File: src/rtl/aes_core_seq.sv
// Initiator-side sequencer for the AES core: one core_start per accepted block, single-entry result buffer.
// Optional watchdog enabled by defining AES_SEQ_TIMEOUT_EN.
module aes_core_seq #(
    parameter int DATA_W      = 128,
    parameter int TIMEOUT_CYC = 32
) (
    input  logic              clk,
    input  logic              reset_n,
    input  logic              in_valid,
    output logic              in_ready,
    input  logic [DATA_W-1:0] in_data,
    output logic              out_valid,
    input  logic              out_ready,
    output logic [DATA_W-1:0] out_data,
    output logic              core_start,
    input  logic              core_ready,
    input  logic              core_done,
    output logic [DATA_W-1:0] core_din,
    input  logic [DATA_W-1:0] core_dout,
    output logic              busy,
    output logic              prot_err,
    output logic              timeout,
    input  logic              err_clr
);

    typedef enum logic [1:0] {
        S_IDLE  = 2'd0,
        S_START = 2'd1,
        S_WAIT  = 2'd2,
        S_CAPT  = 2'd3
    } state_t;

    state_t            r_state;
    state_t            w_nextState;
    logic              r_outValid;
    logic [DATA_W-1:0] r_outData;
    logic [DATA_W-1:0] r_coreDin;
    logic              r_protErr;
    logic              w_inReady;
    logic              w_accept;
    logic              w_capture;
    logic              w_timeoutHit;
    logic              w_coreStart;
    logic              w_busy;

    // Accept only when the result slot is empty or being drained this same cycle.
    assign w_inReady = reset_n & (r_state == S_IDLE) & core_ready & (~r_outValid | out_ready);
    assign w_accept  = in_valid & w_inReady;
    assign w_capture = (r_state == S_CAPT) & core_ready;

`ifdef AES_SEQ_TIMEOUT_EN
    localparam int CNT_W = $clog2(TIMEOUT_CYC) + 1;

    logic [CNT_W-1:0] r_wdCnt;
    logic             r_timeout;
    logic             w_expire;

    assign w_expire     = ((r_state == S_WAIT) | (r_state == S_CAPT)) &
                          (r_wdCnt == CNT_W'(TIMEOUT_CYC - 1));
    assign w_timeoutHit = w_expire & (((r_state == S_WAIT) & ~core_done) |
                                      ((r_state == S_CAPT) & ~core_ready));

    always_ff @(posedge clk) begin
        if (!reset_n) begin
            r_wdCnt <= '0;
        end else if (r_state == S_START) begin
            r_wdCnt <= '0;
        end else if ((r_state == S_WAIT) || (r_state == S_CAPT)) begin
            r_wdCnt <= r_wdCnt + CNT_W'(1);
        end
    end

    always_ff @(posedge clk) begin
        if (!reset_n) begin
            r_timeout <= 1'b0;
        end else if (w_timeoutHit) begin
            r_timeout <= 1'b1;
        end else if (err_clr) begin
            r_timeout <= 1'b0;
        end
    end

    assign timeout = r_timeout;
`else
    assign w_timeoutHit = 1'b0;
    assign timeout      = 1'b0;
`endif

    always_ff @(posedge clk) begin
        if (!reset_n) begin
            r_state <= S_IDLE;
        end else begin
            r_state <= w_nextState;
        end
    end

    always_comb begin
        w_nextState = r_state;
        case (r_state)
            S_IDLE:  if (w_accept) w_nextState = S_START;
            S_START: w_nextState = S_WAIT;
            S_WAIT: begin
                if (core_done)         w_nextState = S_CAPT;
                else if (w_timeoutHit) w_nextState = S_IDLE;
            end
            S_CAPT: begin
                if (core_ready)        w_nextState = S_IDLE;
                else if (w_timeoutHit) w_nextState = S_IDLE;
            end
            default: w_nextState = S_IDLE;
        endcase
    end

    always_comb begin
        w_coreStart = (r_state == S_START);
        w_busy      = (r_state != S_IDLE);
    end

    // A capture in the drain cycle wins: new data loads and out_valid stays high.
    always_ff @(posedge clk) begin
        if (!reset_n) begin
            r_coreDin  <= '0;
            r_outData  <= '0;
            r_outValid <= 1'b0;
        end else begin
            if (w_accept) begin
                r_coreDin <= in_data;
            end
            if (w_capture) begin
                r_outData  <= core_dout;
                r_outValid <= 1'b1;
            end else if (r_outValid && out_ready) begin
                r_outValid <= 1'b0;
            end
        end
    end

    always_ff @(posedge clk) begin
        if (!reset_n) begin
            r_protErr <= 1'b0;
        end else if (core_done && ((r_state == S_IDLE) || (r_state == S_START))) begin
            r_protErr <= 1'b1;
        end else if (err_clr) begin
            r_protErr <= 1'b0;
        end
    end

    assign in_ready   = w_inReady;
    assign out_valid  = r_outValid;
    assign out_data   = r_outData;
    assign core_din   = r_coreDin;
    assign core_start = w_coreStart;
    assign busy       = w_busy;
    assign prot_err   = r_protErr;

endmodule
File: config.mk
export PLATFORM = sky130hd
export DESIGN_NAME = aes_core_seq
export DESIGN_NICKNAME = d
export VERILOG_FILES = /design/src/rtl/aes_core_seq.sv
export SDC_FILE = /design/constraint.sdc
export NUM_CORES = 1
export LEC_CHECK = 0
export ABC_AREA = 1
export CAP_MARGIN = 20
export CORE_AREA = 4 4 204 206
export CTS_BUF_LIST = sky130_fd_sc_hd__clkbuf_16
export DETAILED_ROUTE_END_ITERATION = 12
export DIE_AREA = 0 0 208 210
export HOLD_SLACK_MARGIN = 0.08
export PLACE_DENSITY = 0.6
export SLEW_MARGIN = 30
export SYNTH_ARGS = -nofsm -noshare
export SYNTH_HDL_FRONTEND = slang
export SYNTH_SLANG_ARGS = --single-unit
File: constraint.sdc
create_clock -name clk -period 2.7 [get_ports clk]
set_input_delay 0.27 -clock clk [delete_from_list [all_inputs] [get_ports clk]]
set_output_delay 0.27 -clock clk [all_outputs]
set_load 0.01 [all_outputs]
==> results.yml <==
run_status:
  status: "complete, no violations"
placed_design:
  dpl_worst_slack_ns: 0.426
  place_congestion: 0.816
  io_buffers: 523
  dpl.hpwl_mm: 26.1
power:
  power.leakage_nw: 5.50
  power.density_cell_area_nw_per_um2: 613
  power.ir.vdd_worst_v: 0.000476
setup_path:
  timing.critical_path.fanout_max: 4
  critical_path.max_stage_delay_ns: 0.57
  critical_path_class: "flop to primary output"
  critPathRequiredTime_ns: 2.43
  critPathArrivalTime_ns: 2.22
  crit_slowest_cell: "clkdlybuf4s50_1"
  timing.critical_path.max_delay_family: "buffers and inverters"
  cp-end-kind: "primary output"
  setup.worst_path.start_class: "flop"
  crit_buf_inv: 2
  critical_path.cell_chain: "inv_1, ha_1, nand2_1, nor2_2, and2_4, clkdlybuf4s50_1"
global_routing:
  first_global_vias: 9592
  grt_start_max_net_pins: 129
  grt_overflow: 0
  number_of_antenna_violations_at_the_first_check_in_global_routing: 4
  grt_first_pass_wirelength_mm: 55.6
  gr-usage-all-layers_pct: 15.6
synth:
  post_synth_net_total: 1431
  ys_seq_elements: 260
  seq_area_frac_synth_pct: 52.5
  synth.cell_area_sq_um: 9920
  post_synth_inst_count: 1164
  synth.area.top_cells: "dfxtp_1 (52%), nand3_2 (10%), nor2_1 (9.7%)"
  yosys.area.top_type_share_pct: 52.5
  post_synth.cell_area_avg_sq_um: 8.52
  ys.warnings.count: 0
  synth_area_leader_cell: "dfxtp_1"
  yosys.cell_types.count: 21
cells_and_area:
  layout.nets: 1902
  fin_util_pct: 41.2
  layout-drive-gt1-share_pct: 10.5
  final_common_cell: "clkdlybuf4s50_1"
  n_fill_cell: 3938
  layout-area-overhead-vs-synth_pct: 64.7
  final_cell_mix: "clkdlybuf4s50_1 (521), dfxtp_1 (260), nor2_1 (257)"
sta:
  finalSetupViolCount: 0
  worstMarginPinSlew_ns: 0.843
  timing.setup.tns_ns: 0
  fin_worst_skew_ns: 0.0175
  fmax_ghz: 0.401
  fin_crit_ns: 2.49
  final.period_utilization_pct: 92.3
  hold_violations: 0
  rsz0062_at_grt: "no"
  number_of_max_slew_violations_in_the_final_report: 0
  relSlewSlack_pct: 43.8
  final_critical_path_setup_slack_ns: 0.207
  hold_ws_ns: 0.287
die:
  floorplan.core_area_sq_um: 39600
  placementRows: 73
  top_level_ports: 525
  die_width_um: 208
  fp.dieArea_sq_um: 43700
  die_y_um: 210
  start_util_pct: 25.0
cts:
  root_buffer: "clkbuf_16"
  clkLatencyLatePin_ns: 0.56
  cts_tree: "yes"
  htree_levels: 1
  tritoncts.num_buffers: 30
  clock_sinks: 260
  clkSlewWorstSetupHoldPaths_ns: 0.06
  cts_post_setup_buffers_inserted: 0
  cts_repair_resize_count: 0
  cts.hold.buffers_added: 2
  clock_tree.buffer_depth: 3
detailed_routing:
  vias_per_cell: 4.41
  drt_iter0_markers: 428
  detail_route.wirelength_mm: 36.5
  drt_pre_antenna_iters: 4
  drt-wirelength-per-cell_um: 16.7
  drt_drc_violations_left: 0
  final_antenna_net_count: 0
  routed-via-count: 9624
min_path:
  min_path_type: "input pin to flop"
flow_run:
  max-cap-violations: 0
## registers in the layout, summed over array words and instances (netlist names)
| register | flops |
|---|---|
| r_state | 2 |
| core_din | 128 |
| prot_err | 1 |
| out_data | 128 |
| out_valid | 1 |
## power by group
group / switching, mW / internal (mW)
registers: 0.135 / 4.10
clock network: 1.57 / 2.13
logic: 1.02 / 1.06
total: 2.73 / 7.29
## worst min-delay path: stages
cell	delay, ns
clkdlybuf4s50_1	0.40
nand3_1	0.08
a21oi_1	0.05
## cells by family after synthesis
| family | count (synthesis) | synth area share [%] |
|---|---|---|
| flops | 260 | 52.5 |
| compound gates | 262 | 13.9 |
| buf+inv | 110 | 6.36 |
| other cells | 1 | 0.0378 |
| fa+ha+maj | 4 | 0.505 |
| simple gates | 527 | 26.7 |
## layout make-up
type	instances	area, sq um	share of cell area (%)
clock buffer	31	776	4.75
clock inverter	21	110	0.674
timing repair buffer	538	5430	33.2
tap	525	657	4.02
multi-input combinational	794	4100	25.1
inverter	11	46.3	0.283
sequential	260	5200	31.9
antenna	2	5.00	0.0306
## layer usage
metal	global-route usage [%]	vias to the layer above	wire length [um]
met4	3.58	6	888
met3	6.68	61	3930
met1	18.1	4392	14600
met2	26.8	402	17100
li1	-	4763	-
met5	0	-	33
## worst paths after layout
kind | startpoint | end | slack [ns] | cells past startpoint
min reg2reg | core_din[82] | core_din[82] | 0.46 | 2
max reg2reg | r_state[0] | core_din[125] | 0.61 | 8
max | r_state[0] | in_ready | 0.21 | 6
min | in_data[126] | core_din[126] | 0.29 | 3
## synthesized netlist by cell type, drive strengths merged
| cell type | instances |
|---|---|
| inv | 11 |
| dfxtp | 260 |
| conb | 1 |
| nor2 | 258 |
| and2 | 1 |
| ha | 4 |
| buf | 47 |
| clkbuf | 52 |
| nand3 | 131 |
| nand2 | 137 |
| o21ai | 130 |
| a21oi | 132 |
## through the flow
stage | power (mW) | std cells | area (sq um)
final | 10.0 | 2182 | 16300
after global routing | 10.5 | 2181 | 16300
after CTS | 10.2 | 2180 | 16300
after detailed placement | 6.42 | 2126 | 15400
after global placement | 6.40 | 2126 | 15400
after floorplan | 5.36 | 1164 | 9920
No activity file was read; power rests on OpenSTA's default activity.
